## config.mk

```make
export PLATFORM = sky130hd
export DESIGN_NAME = edit_field_ctrl
export DESIGN_NICKNAME = d
export VERILOG_FILES = /design/src/rtl/edit_field_ctrl.sv
export SDC_FILE = /design/constraint.sdc
export NUM_CORES = 1
export LEC_CHECK = 0
export BUFFER_PORTS_ARGS = -buffer_cell sky130_fd_sc_hd__buf_4
export CAP_MARGIN = 20
export CELL_PAD_IN_SITES_DETAIL_PLACEMENT = 1
export CELL_PAD_IN_SITES_GLOBAL_PLACEMENT = 1
export CORE_AREA = 3 3 79 155
export DETAILED_ROUTE_END_ITERATION = 16
export DIE_AREA = 0 0 82 158
export PLACE_DENSITY_LB_ADDON = 0.15
export REMOVE_ABC_BUFFERS = 1
export SLEW_MARGIN = 25
export SYNTH_ARGS = -nofsm -noshare
export SYNTH_HDL_FRONTEND = slang
export SYNTH_SLANG_ARGS = --single-unit
```

## constraint.sdc

```tcl
create_clock -name clk -period 4.5 [get_ports clk]
set_input_delay 0.9 -clock clk [delete_from_list [all_inputs] [get_ports clk]]
set_output_delay 0.9 -clock clk [all_outputs]
set_load 0.02 [all_outputs]
```

## src/rtl/edit_field_ctrl.sv

```systemverilog
`default_nettype none
// ============================================================================
// Module   : edit_field_ctrl
// Purpose  : Edit-mode controller for six RTC time/date fields. Steers a
//            shared up/down data counter (limit, enable, clear), captures
//            the counted value per field and, on leaving edit mode, writes
//            every field to the RTC register interface as BCD over a
//            req/ack handshake with timeout.
// Ports    : clk, rst                     - clock, synchronous active-high reset
//            btn_prog/btn_left/btn_right  - level buttons (edge detected here)
//            cnt_val                      - current data counter value
//            cnt_wr/cnt_en/cnt_limit      - counter control (clear, enable, wrap)
//            field_sel                    - active field 0..5
//            wr_req/wr_ack/wr_addr/wr_data- RTC register write handshake
//            busy/done/err                - status (done/err are 1-cycle pulses)
// Revision : 1.0 - initial release
// ============================================================================
module edit_field_ctrl #(
    parameter logic [7:0]  ADDR_BASE = 8'h21,
    parameter int unsigned TIMEOUT   = 255
) (
    input  logic       clk,
    input  logic       rst,
    input  logic       btn_prog,
    input  logic       btn_left,
    input  logic       btn_right,
    input  logic [6:0] cnt_val,
    output logic       cnt_wr,
    output logic       cnt_en,
    output logic [6:0] cnt_limit,
    output logic [2:0] field_sel,
    output logic       wr_req,
    input  logic       wr_ack,
    output logic [7:0] wr_addr,
    output logic [7:0] wr_data,
    output logic       busy,
    output logic       done,
    output logic       err
);

    localparam logic [7:0] c_WAIT_LAST  = 8'(TIMEOUT - 1);
    localparam logic [2:0] c_LAST_FIELD = 3'd5;
    localparam logic [2:0] c_F_DIA      = 3'd3;
    localparam logic [2:0] c_F_MES      = 3'd4;

    typedef enum logic [2:0] {
        S_IDLE   = 3'd0,
        S_EDIT   = 3'd1,
        S_SWITCH = 3'd2,
        S_COMMIT = 3'd3,
        S_GAP    = 3'd4
    } state_t;

    state_t     r_state, w_state_nxt;
    logic [2:0] r_sel, w_sel_nxt;
    logic [2:0] r_idx, w_idx_nxt;
    logic [7:0] r_wait;
    logic       r_prog_q, r_left_q, r_right_q;
    logic       w_prog_edge, w_left_edge, w_right_edge;
    logic       w_capture, w_done_nxt, w_err_nxt;
    logic [6:0] w_cap_val;
    logic [6:0] w_commit_val;
    logic [6:0] r_field [0:5];
    logic       r_cnt_wr, r_cnt_en, r_done, r_err;

    assign w_prog_edge  = btn_prog  & ~r_prog_q;
    assign w_left_edge  = btn_left  & ~r_left_q;
    assign w_right_edge = btn_right & ~r_right_q;

    // Day and month have no zero; a zero count is promoted to 1.
    assign w_cap_val = ((r_sel == c_F_DIA || r_sel == c_F_MES) && cnt_val == 7'd0)
                       ? 7'd1 : cnt_val;

    // ------------------------------------------------------------------
    // State register
    // ------------------------------------------------------------------
    always_ff @(posedge clk) begin
        if (rst) begin
            r_state <= S_IDLE;
        end else begin
            r_state <= w_state_nxt;
        end
    end

    // ------------------------------------------------------------------
    // Next-state and control decode
    // ------------------------------------------------------------------
    always_comb begin
        w_state_nxt = r_state;
        w_sel_nxt   = r_sel;
        w_idx_nxt   = r_idx;
        w_capture   = 1'b0;
        w_done_nxt  = 1'b0;
        w_err_nxt   = 1'b0;
        case (r_state)
            S_IDLE: begin
                if (w_prog_edge) begin
                    w_state_nxt = S_EDIT;
                    w_sel_nxt   = 3'd0;
                end
            end
            S_EDIT: begin
                if (w_prog_edge) begin
                    w_capture   = 1'b1;
                    w_state_nxt = S_COMMIT;
                    w_idx_nxt   = 3'd0;
                end else if (w_right_edge && !w_left_edge) begin
                    w_capture   = 1'b1;
                    w_state_nxt = S_SWITCH;
                    w_sel_nxt   = (r_sel == c_LAST_FIELD) ? 3'd0 : r_sel + 3'd1;
                end else if (w_left_edge && !w_right_edge) begin
                    w_capture   = 1'b1;
                    w_state_nxt = S_SWITCH;
                    w_sel_nxt   = (r_sel == 3'd0) ? c_LAST_FIELD : r_sel - 3'd1;
                end
            end
            S_SWITCH: begin
                // One cycle with the counter held clear, so the new field
                // always starts counting from zero.
                w_state_nxt = S_EDIT;
            end
            S_COMMIT: begin
                if (wr_ack) begin
                    if (r_idx == c_LAST_FIELD) begin
                        w_state_nxt = S_IDLE;
                        w_done_nxt  = 1'b1;
                    end else begin
                        w_state_nxt = S_GAP;
                        w_idx_nxt   = r_idx + 3'd1;
                    end
                end else if (r_wait == c_WAIT_LAST) begin
                    w_state_nxt = S_IDLE;
                    w_err_nxt   = 1'b1;
                end
            end
            S_GAP: begin
                w_state_nxt = S_COMMIT;
            end
            default: begin
                w_state_nxt = S_IDLE;
            end
        endcase
    end

    // ------------------------------------------------------------------
    // Datapath registers
    // ------------------------------------------------------------------
    always_ff @(posedge clk) begin
        if (rst) begin
            r_sel     <= 3'd0;
            r_idx     <= 3'd0;
            r_wait    <= 8'd0;
            r_prog_q  <= 1'b0;
            r_left_q  <= 1'b0;
            r_right_q <= 1'b0;
            r_cnt_wr  <= 1'b1;
            r_cnt_en  <= 1'b0;
            r_done    <= 1'b0;
            r_err     <= 1'b0;
            for (int i = 0; i < 6; i++) begin
                r_field[i] <= (i == 3 || i == 4) ? 7'd1 : 7'd0;
            end
        end else begin
            r_sel     <= w_sel_nxt;
            r_idx     <= w_idx_nxt;
            r_prog_q  <= btn_prog;
            r_left_q  <= btn_left;
            r_right_q <= btn_right;
            r_cnt_wr  <= (w_state_nxt != S_EDIT);
            r_cnt_en  <= (w_state_nxt == S_EDIT);
            r_done    <= w_done_nxt;
            r_err     <= w_err_nxt;
            if (w_capture) begin
                r_field[r_sel] <= w_cap_val;
            end
            // Counts cycles of the current request only; any new request
            // (entry from EDIT or GAP) starts again from zero.
            if (r_state == S_COMMIT && w_state_nxt == S_COMMIT) begin
                r_wait <= r_wait + 8'd1;
            end else begin
                r_wait <= 8'd0;
            end
        end
    end

    // ------------------------------------------------------------------
    // Outputs
    // ------------------------------------------------------------------
    always_comb begin
        case (r_sel)
            3'd0:    cnt_limit = 7'd59;
            3'd1:    cnt_limit = 7'd59;
            3'd2:    cnt_limit = 7'd23;
            3'd3:    cnt_limit = 7'd31;
            3'd4:    cnt_limit = 7'd12;
            3'd5:    cnt_limit = 7'd99;
            default: cnt_limit = 7'd0;
        endcase
    end

    assign w_commit_val = r_field[r_idx];

    // Address and data are derived from registers that do not move while
    // a request is outstanding, so they stay stable for the whole request.
    assign wr_req  = (r_state == S_COMMIT);
    assign wr_addr = wr_req ? (ADDR_BASE + {5'd0, r_idx}) : 8'd0;
    assign wr_data = !wr_req                ? 8'd0  :
                     (w_commit_val > 7'd99) ? 8'h99 :
                     {4'(w_commit_val / 7'd10), 4'(w_commit_val % 7'd10)};

    assign field_sel = r_sel;
    assign cnt_wr    = r_cnt_wr;
    assign cnt_en    = r_cnt_en;
    assign busy      = (r_state == S_SWITCH) || (r_state == S_COMMIT) || (r_state == S_GAP);
    assign done      = r_done;
    assign err       = r_err;

endmodule
`default_nettype wire
```

### Yosys cells after proc, flatten, opt, wreduce, memory -nomap -nowiden

Memory sizes are Yosys's and may differ from the RTL's. A register that Yosys moved wholly into a read port is not among the register bits.
Index checks and enable logic that the tools add are counted.

* add/sub/neg operators: 5
* divide/modulo/power cells: 2
* magnitude comparators: 1
* equality and inequality tests: 20
* multiplexer cells: 39
* bitwise logic cells: 9
* reductions and logical operators: 21

Operators by type and width (number)
* $mux W3: 18
* $pmux W7 S5: 1
* $mux W7: 3
* $mux W8: 2
* $eq A3 B2 Y1 const B: 5
* $pmux W3 S5: 1
* $eq A3 B3 Y1 const B: 4
* $mux W1: 12
* $pmux W3 S2: 2
* $eq A3 B1 Y1 const B: 3
* $add A8 B1 Y8 const B: 1
* $eq A8 B8 Y1 const B: 1
* $ne A2 B2 Y1 const B: 4
* $reduce_and A4 Y1: 2
* $add A6 B3 Y7 const A: 1
* $div A7 B4 Y7 const B: 1
* $gt A7 B7 Y1 const B: 1
* $logic_not A7 Y1: 1
* $mod A7 B4 Y7 const B: 1
* $reduce_or A7 Y1: 1
* $add A3 B1 Y3 const B: 2
* $logic_not A3 Y1: 2
* $not A1 Y1: 6
* $reduce_or A3 Y1: 2
* 10 further kinds: 20

* register bits: 24
* memory bits (writable): 42
* input port bits: 13
* output and inout bits: 32
* word-level logic and storage cells: 109
* memories: 1

Memory list
* r_field: depth 6, bits a word 7, read ports 1, clocked after Yosys merged registers in 1, wr ports 6, RTL line 63 `logic [6:0] r_field [0:5];`

### Depth between registers and ports, before layout

Gate-level depths: netlist (run 1).

* depth after elaboration: 13
* gate-level depth with buffers: 14
* mapped depth without buffers: 12

### Worst setup path after synthesis (run 1)

OpenSTA, ideal clock, no wires.

* path type: register to output
* start point: register (tool-made name)
* end point: output wr_data[4]
* data arrival time: 3.075 ns
* data required time: 3.600 ns
* slack: 0.525 ns
* cell stages (with the launch flop): 14
* buffers on the path: 2
* path through: dfxtp_1 -> buf_6 -> mux4_2 -> mux2_2 -> buf_2 -> a21oi_1 -> nor2_1 -> a2bb2oi_1 -> and2_1 -> ha_1 -> a2111oi_0 -> a31oi_1 -> and4_1 -> a31oi_1

RTL lines
* end: declaration: RTL line 35 `output logic [7:0] wr_data,`

==> results of run 1 <==
[registers in the layout, summed over array words and instances (netlist names), named ones only]
register / cells
r_right_q: 1
r_state: 3
r_field: 56
cnt_wr: 1
r_left_q: 1
r_wait: 8
err: 1
cnt_en: 1
r_prog_q: 1
done: 1
field_sel: 3
r_idx: 3
[final timing paths]
kind / startpoint / end / slack [ns] / cells past startpoint
setup reg to reg: r_state[0] / r_field[0][4] / 1.96 / 7
hold / removal: r_wait[6] / r_wait[6] / 0.50 / 2
setup / recovery: register / wr_data[4] / 0.13 / 13
hold reg to reg: r_wait[6] / r_wait[6] / 0.50 / 2
[layout make-up]
type	instances	area, um^2
Inverter	10	37.5
Sequential cell	83	2230
Clock inverter	6	41.3
Clock buffer	10	229
Multi-Input combinational cell	288	2070
Fill cell	1239	5780
Timing Repair Buffer	65	518
Tap cell	140	175
[synthesized netlist by cell type, types with 2 or more instances]
cell,number
o22ai_1,3
a21oi_1,22
edfxtp_1,56
dfxtp_1,27
o21ai_1,3
nor2b_1,10
ha_1,10
clkbuf_1,10
nor3b_1,2
a32oi_1,3
nand3_1,13
a31oi_1,4
nor3_1,13
nand2b_1,10
a211o_1,2
o21bai_1,2
and3_1,9
or2_2,5
buf_2,6
nand2_1,25
mux2i_1,6
and2_1,29
a211oi_1,4
mux2i_2,2
buf_4,6
a21o_1,2
o21ai_0,10
nor2_1,42
a31o_1,2
or3_1,3
a221o_1,2
xor2_1,5
a2111oi_0,2
mux4_2,14
nor4_1,3
xnor2_1,3
inv_1,10
mux2_2,5
[layer usage]
metal / vias up / global-route usage, %
met1: 1623 / 18.4
met2: 65 / 40.4
met3: 29 / 2.96
li1: 1574 / -
met5: - / 0
met4: 0 / 10.3
[per-stage QoR]
stage               hold WS, ns  utilization (%)
CTS                       0.511             47.0
detailed placement        0.494             44.3
floorplan                 0.453                -
global placement          0.480             44.3
global route              0.546             47.9
finish                    0.502             47.9
[kinds of logic (layout without fill, tap and decap cells)]
family | count (synthesis) | after routing | share of synthesized area [%]
flip-flops | 83 | 83 | 50.2
adder cells (fa/ha/maj) | 10 | 10 | 2.83
AND/OR/NAND/NOR | 171 | 171 | 20.1
other | 1 | 3 | 0.0848
buffers and inverters | 34 | 91 | 4.10
XOR/XNOR | 9 | 9 | 1.95
AO/OA/AOI/OAI | 66 | 66 | 9.48
multiplexers | 29 | 29 | 11.2
[placed cells by master, fill, tap and decap left out, types with 4 or more instances in the layout]
| cell type | instances |
|---|---|
| buf_4 | 63 |
| edfxtp_1 | 56 |
| nor2_1 | 42 |
| and2_1 | 28 |
| nand2_1 | 25 |
| dfxtp_1 | 25 |
| a21oi_1 | 22 |
| mux4_2 | 14 |
| nand3_1 | 13 |
| nor3_1 | 12 |
| nor2b_1 | 10 |
| inv_1 | 10 |
| nand2b_1 | 10 |
| o21ai_0 | 10 |
| clkbuf_16 | 10 |
| and3_1 | 9 |
| ha_1 | 9 |
| mux2i_1 | 6 |
| or2_2 | 5 |
| xor2_1 | 5 |
| a31oi_1 | 4 |
| a211oi_1 | 4 |
[power by group]
part	internal (W)	total [W]	switching, W
clock	0.000374	0.000668	0.000294
combinational	0.0000946	0.000234	0.000140
sequential	0.000833	0.000846	0.0000128
[worst min-delay path: stages, from the launching register on]
cell     delay, ns
dfxtp_1       0.33
xor2_1        0.07
nor2_1        0.07
[repair_timing]
| item | CTS | global route |
|---|---|---|
| buffers inserted | 0 | 6 |
| gates cloned | 0 | 1 |
| resized for setup | 6 | 7 |
| endpoints found under the hold margin | 0 | 0 |
| pin swaps | 0 | 2 |
| setup endpoints to repair | 3 | 3 |
==> tab_implementation.tex, run 1 <==
\begin{tabular}{lr}
\hline
Metric & Value \\
\hline
\multicolumn{2}{l}{\textbf{Outcome}} \\
Run status & completed \\
\multicolumn{2}{l}{\textbf{Power and ir drop}} \\
Reported leakage power & 1.99 nW \\
Power after layout & 0.00175 W \\
Power per Cell Area & 330 nW/um\^{}2 \\
Maximum resistive drop on vdd & 0.000203 V \\
\multicolumn{2}{l}{\textbf{CTS}} \\
Sink Count & 83 \\
Clock transition at the registers of the reported paths & 0.06 ns \\
Cell at the root of the clock tree & clkbuf\_16 \\
Hold-fix buffers, CTS & 0 \\
CTS tree & done \\
Max Root-Sink Buffers & 2 \\
CTS buffer count & 9 \\
Number of levels the H-tree was split into & 3 \\
Clock network latency to the later pin of the worst-skew pair & 0.33 ns \\
\multicolumn{2}{l}{\textbf{Placement}} \\
Number of cells in the design after placement & 579 \\
Placement Setup Slack & 0.254 ns \\
Last weighted congestion value of the routability-driven placer & 0.871 \\
Placed Instance Area & 4910 um\^{}2 \\
Final HPWL DP & 9580 um \\
Number of port buffers & 41 \\
\multicolumn{2}{l}{\textbf{Worst setup path}} \\
Critical path cell sequence & buf\_12 -> mux4\_2 -> mux2\_2 -> buf\_4 -> o22ai\_1 -> a2bb2oi\_2 -> and2\_4 -> ha\_4 -> a2111oi\_1 -> a31oi\_1 -> and4\_1 -> a31oi\_1 -> buf\_4 \\
Endpoint kind of the worst setup timing path & output port \\
Worst path slowest cell & mux4\_2 \\
Worst path max stage delay & 0.52 ns \\
Critical path data required time & 3.60 ns \\
Cell family contributing the most delay on the critical path & compound AO/OA/AOI/OAI gates \\
Crit path arrival time & 3.47 ns \\
Worst Path Class, Setup & reg -> out \\
Critical Path Start Type & register \\
CP Max Fanout & 10 \\
WP buf/inv & 3 \\
\multicolumn{2}{l}{\textbf{Final layout}} \\
Post-route design area & 5300 um\^{}2 \\
Fraction of layout cells with a size suffix above 1 & 25.1\% \\
Total Nets Final & 480 \\
Layout Cells excl Fill & 602 \\
Synthesis-to-finish area growth & 19.9\% \\
Antenna Cells & 0 \\
\multicolumn{2}{l}{\textbf{GRT}} \\
Grt total ovfl & 0 \\
Vias in the first global route & 3532 \\
Wire length of the first global-routing pass & 18900 um \\
Gr usage total & 20.2\% \\
Largest net degree at the start of global routing & 23 \\
Initial antenna violation count & 0 \\
\multicolumn{2}{l}{\textbf{Yosys}} \\
Proportion of synthesized chip area in sequential cells & 50.2\% \\
Syn Inst Count & 403 \\
Synth Register Bits & 83 \\
Post-synth top area cell & edfxtp\_1 \\
Fraction of synthesis flops using an asynchronous set or reset pin & 0\% \\
Area share of the largest cell type after synthesis & 38.0\% \\
Number of enable flip-flop cells after synthesis & 56 \\
Biggest area contributors in the synthesized netlist & edfxtp\_1 38\%, dfxtp\_1 12\%, mux4\_2 7.1\%, and2\_1 4.1\%, nor2\_1 3.6\% \\
Post-Syn Area & 4420 um\^{}2 \\
Main synth FF type & edfxtp\_1 \\
Netlist cell types & 56 \\
Synthesized area per cell & 11.0 um\^{}2 \\
Yosys warnings & 0 \\
\multicolumn{2}{l}{\textbf{Route}} \\
Total via count after detailed routing & 3291 \\
Vias per cell & 5.47 \\
Antenna-violating nets left & 0 \\
Remaining DRCs & 0 \\
WL met1 & 4130 um \\
Routed wire length & 12400 um \\
Detailed-routed wire length on met3 & 258 um \\
Initial detailed-routing violation count & 111 \\
Highest routing layer actually used & met4 \\
Final routed wire length divided by cell count & 20.5 um \\
Met2 routed WL & 7470 um \\
DR pass1 iterations & 5 \\
\multicolumn{2}{l}{\textbf{STA}} \\
PnR worst setup slack & 0.127 ns \\
Worst rel slew slack & 56.0\% \\
Final setup vio count & 0 \\
Setup repair after global routing missed its margin & true \\
Hold violation count in the final report & 0 \\
Period Utilization, post-route & 97.2\% \\
Maximum clock rate & 0.229 GHz \\
Count of final max-slew check failures & 0 \\
Skew final & 0.00568 ns \\
Post-Route Setup TNS & 0 ns \\
Final critical-path required period & 4.37 ns \\
Worst-margin pin slew & 0.658 ns \\
\multicolumn{2}{l}{\textbf{Floorplanning}} \\
Core Rows & 54 \\
Die Width & 82 um \\
Die height & 158 um \\
Starting Density & 39.9\% \\
IO Pins & 45 \\
Die ar. & 13000 um\^{}2 \\
Standard cell core area & 11100 um\^{}2 \\
\multicolumn{2}{l}{\textbf{Hold path}} \\
Path class of the lowest-slack min-delay path & reg -> reg \\
\multicolumn{2}{l}{\textbf{Flow run}} \\
Max-capacitance violation count & 0 \\
\hline
\end{tabular}
Note: power is estimated with default switching activity, not from simulation.
==> run 2: changes to the inputs <==
CORE_AREA = 3 3 73 144   (was 3 3 79 155)
DIE_AREA = 0 0 76 147   (was 0 0 82 158)
==> run 2 against run 1 <==
Clock power grew 2%. Clock-buffer cell count shrank 1. Non-clock buffer count shrank 1. Sequential power is essentially flat. Final cell count shrank 1.8%. Worst setup slack lost 0.060 ns. Critical path type unchanged. Largest cell class unchanged.
==> tab_implementation.tex, run 2 (synthesis gave the netlist of run 1 again) <==
\begin{tabular}{lr}
\hline
Metric & Value \\
\hline
\multicolumn{2}{l}{\textbf{Outcome}} \\
Run status & completed \\
\multicolumn{2}{l}{\textbf{Route}} \\
Remaining DRCs & 0 (unchanged) \\
Antenna-violating nets left & 0 (unchanged) \\
DR pass1 iterations & 4 (-1) \\
Total via count after detailed routing & 3361 (+2.1\%) \\
Vias per cell & 5.69 (+4.0\%) \\
Initial detailed-routing violation count & 140 (+26\%) \\
Routed wire length & 12400 um (+0.55\%) \\
Final routed wire length divided by cell count & 21.0 um (+2.4\%) \\
\multicolumn{2}{l}{\textbf{Final layout}} \\
Number of flip-flops in the largest register & 56 (unchanged) \\
Total Nets Final & 479 (-0.21\%) \\
Largest Register & r\_field \\
Footprint of the multi-input gates & 2100 um\^{}2 (+1.1\%) \\
Synthesis-to-finish area growth & 19.7\% \\
Commonest cells after routing, fill and taps aside & 63 x buf\_4, 56 x edfxtp\_1, 42 x nor2\_1 \\
Fill cell total of the finished layout & 1017 (-18\%) \\
Largest registers in the final layout & r\_field: 56 flops, r\_wait: 8 flops \\
Fraction of layout cells with a size suffix above 1 & 26.5\% (+1.4 points) \\
Register Area & 2230 um\^{}2 (unchanged) \\
Layout Cells excl Fill & 591 (-1.8\%) \\
Antenna Cells & 0 (unchanged) \\
Most common library cell in the layout ignoring fill and taps & buf\_4 \\
\multicolumn{2}{l}{\textbf{CTS}} \\
Hold-fix buffers, CTS & 0 (unchanged) \\
Clock transition at the registers of the reported paths & 0.06 ns (about the same) \\
Number of levels the H-tree was split into & 3 (unchanged) \\
Max Root-Sink Buffers & 2 (unchanged) \\
Clock network latency to the later pin of the worst-skew pair & 0.34 ns (about the same) \\
CTS tree & done \\
Sink Count & 83 (unchanged) \\
Cell at the root of the clock tree & clkbuf\_16 \\
CTS buffer count & 9 (unchanged) \\
\multicolumn{2}{l}{\textbf{Floorplanning}} \\
Core Rows & 50 (-7.4\%) \\
Standard cell core area & 9450 um\^{}2 (-15\%) \\
Die height & 147 um (-7.0\%) \\
Die Width & 76 um (-7.3\%) \\
Starting Density & 46.8\% (+6.9 points) \\
Die ar. & 11200 um\^{}2 (-14\%) \\
IO Pins & 45 (unchanged) \\
\multicolumn{2}{l}{\textbf{Worst setup path}} \\
Critical path cell sequence & buf\_12 -> mux4\_2 -> mux2\_4 -> nand2\_2 -> o22ai\_1 -> a2bb2oi\_2 -> and2\_4 -> ha\_4 -> o21ai\_0 -> a32oi\_1 -> nand4\_1 -> a31o\_1 -> o22ai\_1 -> buf\_4 \\
Critical path data required time & 3.60 ns (about the same) \\
Worst Path Class, Setup & reg -> out \\
Worst path max stage delay & 0.56 ns (+0.04 ns) \\
Crit path arrival time & 3.53 ns (+0.06 ns) \\
CP Max Fanout & 10 (unchanged) \\
Dominant cell type by count on the critical path & o22ai\_1 \\
Worst path slowest cell & mux4\_2 \\
Endpoint kind of the worst setup timing path & output port \\
Critical Path Start Type & register \\
\multicolumn{2}{l}{\textbf{STA}} \\
Final critical-path required period & 4.43 ns (+0.0597 ns) \\
Worst rel slew slack & 44.4\% (-12 points) \\
Count of final max-slew check failures & 0 (unchanged) \\
Skew final & 0.00713 ns (+0.00144 ns) \\
Hold violation count in the final report & 0 (unchanged) \\
Maximum clock rate & 0.226 GHz (-1.3\%) \\
Period Utilization, post-route & 98.5\% (+1.3 points) \\
Worst-margin pin slew & 0.831 ns (+0.173 ns) \\
PnR worst setup slack & 0.0674 ns (-0.0597 ns) \\
Final setup vio count & 0 (unchanged) \\
\multicolumn{2}{l}{\textbf{Flow run}} \\
Max-capacitance violation count & 0 (unchanged) \\
\multicolumn{2}{l}{\textbf{Power and ir drop}} \\
Power per Cell Area & 334 nW/um\^{}2 (+1.4\%) \\
Reported leakage power & 1.99 nW (about the same) \\
Maximum resistive drop on vdd & 0.000227 V (+12\%) \\
\multicolumn{2}{l}{\textbf{GRT}} \\
Initial antenna violation count & 0 (unchanged) \\
Gr usage total & 22.8\% (+2.5 points) \\
Grt total ovfl & 0 (unchanged) \\
Largest net degree at the start of global routing & 23 (unchanged) \\
Wire length of the first global-routing pass & 19400 um (+2.7\%) \\
Vias in the first global route & 3638 (+3.0\%) \\
\multicolumn{2}{l}{\textbf{Hold path}} \\
Path class of the lowest-slack min-delay path & reg -> reg \\
\multicolumn{2}{l}{\textbf{Placement}} \\
Placement Setup Slack & 0.205 ns (-0.0487 ns) \\
Number of cells in the design after placement & 569 (-1.7\%) \\
Number of port buffers & 41 (unchanged) \\
Final HPWL DP & 9480 um (-1.0\%) \\
Last weighted congestion value of the routability-driven placer & 0.946 (+8.6\%) \\
\hline
\end{tabular}
==> run 2: worst paths after layout <==
path | from | end | slack (ns) | depth (start not counted)
worst max-delay path | register | wr_data[1] | 0.07 | 14
worst min-delay path | r_wait[0] | r_wait[0] | 0.50 | 1
worst max register to register | r_state[0] | r_field[7][2] | 1.89 | 7
worst min register to register | r_wait[0] | r_wait[0] | 0.50 | 1
==> run 2: worst max-delay path, delay by kind of cell (launching register included) <==
kind	cells	cell delay, ns
AOI/OAI and AO/OA	6	1.02
adders and majority gates	1	0.15
buffers and inverters	2	0.31
DFF	1	0.37
muxes	2	0.91
and+or+nand+nor	3	0.44
==> run 2: power by group <==
part | internal [W] | switching, W | total (W)
clock | 0.000377 | 0.000306 | 0.000683
combinational | 0.0000984 | 0.000143 | 0.000241
sequential | 0.000833 | 0.0000136 | 0.000847
total | 0.00131 | 0.000462 | 0.00177
==> run 2: area by class of cell <==
class	instances	area share (%)
clock buffer	9	4.25
clock inverter	7	0.992
inverter	10	0.709
multi-input combinational	288	39.6
sequential	83	42.1
tap	130	3.07
timing repair buffer	64	9.31
==> run 2: what timing repair did <==
action,CTS,global route
resized for setup,10,8
buffers inserted,0,6
gates cloned,0,0
setup endpoints to repair,3,3
pin swaps,0,3
==> run 2: per-layer routing <==
metal	global-route usage (%)	up-vias	wire length, um
li1	-	1572	-
met1	20.4	1677	3940
met2	47.1	78	7640
met3	2.52	34	334
met4	13.0	0	520
met5	0	-	0
==> run 2: metrics by stage <==
step	total power, W	area [um^2]	setup TNS, ns	hold slack, ns	util, %
final	0.00177	5300	0	0.500	56.1
after floorplan	0.000996	4290	-0.0223	0.453	-
after global placement	0.00108	4900	0	0.487	51.8
after CTS	0.00177	5220	0	0.508	55.2
after global routing	0.00183	5300	-0.0213	0.556	56.1
after detailed placement	0.00109	4900	0	0.497	51.8
==> run 3: changes to the inputs <==
CORE_AREA = 3 3 75 147   (was 3 3 73 144)
DIE_AREA = 0 0 78 150   (was 0 0 76 147)
==> run 3 against run 2 <==
Maximum frequency down 0.38%. Die area grew 4.7%. Register-to-register slack got worse by 0.08 ns. Sequential share of layout area down 0.30 points. Routed wire length decreased by 0.42%. Global-route usage is 0.78 points lower. Clock power up 2%. Utilization is 3.6 points lower. Final cell count rose by 0.85%. Critical endpoint unchanged. Largest cell class unchanged.
==> tab_implementation.tex, run 3 (synthesis gave the netlist of run 1 again) <==
\begin{tabular}{lr}
\hline
Metric & Value \\
\hline
\multicolumn{2}{l}{\textbf{CTS}} \\
Number of levels the H-tree was split into & 3 (unchanged) \\
Sink Count & 83 (unchanged) \\
Cell at the root of the clock tree & clkbuf\_16 \\
Clock transition at the registers of the reported paths & 0.07 ns (about the same) \\
CTS tree & done \\
Hold-fix buffers, CTS & 0 (unchanged) \\
Max Root-Sink Buffers & 2 (unchanged) \\
CTS buffer count & 9 (unchanged) \\
Clock network latency to the later pin of the worst-skew pair & 0.34 ns (about the same) \\
\multicolumn{2}{l}{\textbf{STA}} \\
Final setup vio count & 0 (unchanged) \\
Setup repair after global routing missed its margin & true \\
Count of final max-slew check failures & 0 (unchanged) \\
Worst rel slew slack & 48.5\% (+4.1 points) \\
Maximum clock rate & 0.225 GHz (-0.38\%) \\
Worst-margin pin slew & 0.753 ns (-0.0778 ns) \\
Hold violation count in the final report & 0 (unchanged) \\
PnR worst setup slack & 0.0505 ns (-0.0170 ns) \\
Skew final & 0.00679 ns (-0.000335 ns) \\
Period Utilization, post-route & 98.9\% (+0.38 points) \\
Final critical-path required period & 4.45 ns (+0.0170 ns) \\
\multicolumn{2}{l}{\textbf{Power and ir drop}} \\
Comb pwr share & 13.4\% (-0.2 points) \\
Power per Cell Area & 336 nW/um\^{}2 (+0.46\%) \\
Internal Pwr Total & 0.00131 W (+0.43\%) \\
Share of total power consumed by net switching & 26.5\% (+0.39 points) \\
Maximum resistive drop on vdd & 0.000247 V (+9.0\%) \\
Reported leakage power & 2.00 nW (+0.43\%) \\
Total net switching power & 0.000474 W (+2.5\%) \\
Sequential fraction of design power & 47.4\% (-0.4 points) \\
Clk network pwr share & 39.1\% (+0.5 points) \\
\multicolumn{2}{l}{\textbf{Flow run}} \\
Max-capacitance violation count & 0 (unchanged) \\
\multicolumn{2}{l}{\textbf{Worst setup path}} \\
Cell family contributing the most delay on the critical path & compound AO/OA/AOI/OAI gates \\
CP Max Fanout & 13 (+3) \\
Endpoint kind of the worst setup timing path & output port \\
Worst path max stage delay & 0.51 ns (-0.05 ns) \\
Critical Path Start Type & register \\
WP buf/inv & 2 (unchanged) \\
Worst Path Class, Setup & reg -> out \\
Critical path cell sequence & buf\_12 -> mux4\_2 -> mux2\_4 -> xnor2\_2 -> a2bb2oi\_2 -> and2\_4 -> ha\_4 -> o21ai\_0 -> a32oi\_1 -> nand4\_1 -> a31o\_1 -> o22ai\_2 -> buf\_4 \\
Startpoint of the worst register-to-register path & r\_state[0] \\
Worst path slowest cell & mux4\_2 \\
Critical path data required time & 3.60 ns (about the same) \\
Crit path arrival time & 3.55 ns (+0.02 ns) \\
\multicolumn{2}{l}{\textbf{Route}} \\
DR pass1 iterations & 4 (unchanged) \\
Vias per cell & 5.58 (-1.9\%) \\
Routed wire length & 12400 um (-0.42\%) \\
Final routed wire length divided by cell count & 20.8 um (-1.3\%) \\
Total via count after detailed routing & 3325 (-1.1\%) \\
Antenna-violating nets left & 0 (unchanged) \\
Remaining DRCs & 0 (unchanged) \\
Initial detailed-routing violation count & 99 (-29\%) \\
\multicolumn{2}{l}{\textbf{Placement}} \\
Final HPWL DP & 9560 um (+0.80\%) \\
Placement Setup Slack & 0.176 ns (-0.0292 ns) \\
Number of cells in the design after placement & 573 (+0.70\%) \\
Number of port buffers & 41 (unchanged) \\
Last weighted congestion value of the routability-driven placer & 0.901 (-4.7\%) \\
\multicolumn{2}{l}{\textbf{Final layout}} \\
Commonest cells after routing, fill and taps aside & 62 x buf\_4, 56 x edfxtp\_1, 41 x nor2\_1 \\
Fraction of layout cells with a size suffix above 1 & 27.1\% (+0.65 points) \\
Most common library cell in the layout ignoring fill and taps & buf\_4 \\
Largest registers in the final layout & r\_field: 56 flops, r\_wait: 8 flops \\
Fill cell total of the finished layout & 1122 (+10\%) \\
Largest Register & r\_field \\
Layout Cells excl Fill & 596 (+0.85\%) \\
Total Nets Final & 479 (unchanged) \\
Antenna Cells & 0 (unchanged) \\
Number of flip-flops in the largest register & 56 (unchanged) \\
Synthesis-to-finish area growth & 20.3\% \\
Final design utilization & 52.4\% (-3.6 points) \\
\multicolumn{2}{l}{\textbf{Floorplanning}} \\
Core Rows & 52 (+4.0\%) \\
Starting Density & 43.6\% (-3.2 points) \\
IO Pins & 45 (unchanged) \\
Die Width & 78 um (+2.6\%) \\
Die ar. & 11700 um\^{}2 (+4.7\%) \\
Die height & 150 um (+2.0\%) \\
Standard cell core area & 10100 um\^{}2 (+7.4\%) \\
\multicolumn{2}{l}{\textbf{GRT}} \\
Gr usage total & 22.0\% (-0.78 points) \\
Largest net degree at the start of global routing & 23 (unchanged) \\
Vias in the first global route & 3577 (-1.7\%) \\
Initial antenna violation count & 0 (unchanged) \\
Wire length of the first global-routing pass & 19100 um (-1.4\%) \\
Grt total ovfl & 0 (unchanged) \\
\multicolumn{2}{l}{\textbf{Hold path}} \\
Launch instance of the worst min-delay path & r\_wait[0] \\
Path class of the lowest-slack min-delay path & reg -> reg \\
\multicolumn{2}{l}{\textbf{Outcome}} \\
Run status & completed \\
\hline
\end{tabular}
[run 3: cell count changes in the layout (fill, tap and decap cells not counted), moves of 2 or more]
cell	before	now
dfxtp_2	0	2
dfxtp_4	2	0
mux2_2	4	2
mux2_4	2	4
[run 3: area by class of cell]
class / instances / area [um^2] / share of cell area, %
flip-flops and latches: 83 / 2220 / 41.8
multi-input cells: 288 / 2110 / 39.7
repair buffers: 64 / 497 / 9.33
clock buffers: 9 / 225 / 4.23
well taps: 135 / 169 / 3.17
clock inverters: 7 / 58.8 / 1.10
inverters: 10 / 37.5 / 0.705
[run 3: metal layers]
metal,wire length (um),GRT usage [%]
met1,4070,19.2
met2,7780,46.9
met3,188,2.35
met4,341,10.2
met5,0,0
[run 3: power groups by stage]
| stage | Combinational [W] | Clock (W) | Sequential, W |
|---|---|---|---|
| after floorplan | 0.000133 | 0 | 0.000863 |
| after detailed placement | 0.000221 | 0 | 0.000865 |
| after global routing | 0.000259 | 0.000744 | 0.000850 |
| after global placement | 0.000217 | 0 | 0.000864 |
| after CTS | 0.000230 | 0.000712 | 0.000849 |
| final | 0.000240 | 0.000700 | 0.000848 |
[run 3: per-stage QoR]
| step | total power [W] | TNS (ns) | hold slack [ns] | cell area [um^2] |
|---|---|---|---|---|
| finish | 0.00179 | 0 | 0.511 | 5320 |
| global route | 0.00185 | -0.0614 | 0.540 | 5320 |
| CTS | 0.00179 | 0 | 0.512 | 5230 |
| detailed placement | 0.00109 | 0 | 0.498 | 4900 |
| global placement | 0.00108 | 0 | 0.482 | 4900 |
| floorplan | 0.000996 | -0.0223 | 0.453 | 4290 |
[run 3: path summary, 6_finish.rpt]
check / endpoint / slack (ns) / depth (start not counted)
min: r_wait[0] / 0.51 / 1
min reg2reg: r_wait[0] / 0.51 / 1
max: wr_data[1] / 0.05 / 13
max reg2reg: r_field[4][5] / 1.81 / 8
[run 3: repair_timing]
item / in CTS / in global routing
gates cloned: 0 / 0
buffers inserted: 1 / 6
resized for setup: 10 / 12
pin swaps: 0 / 3
endpoints found under the setup margin: 3 / 3
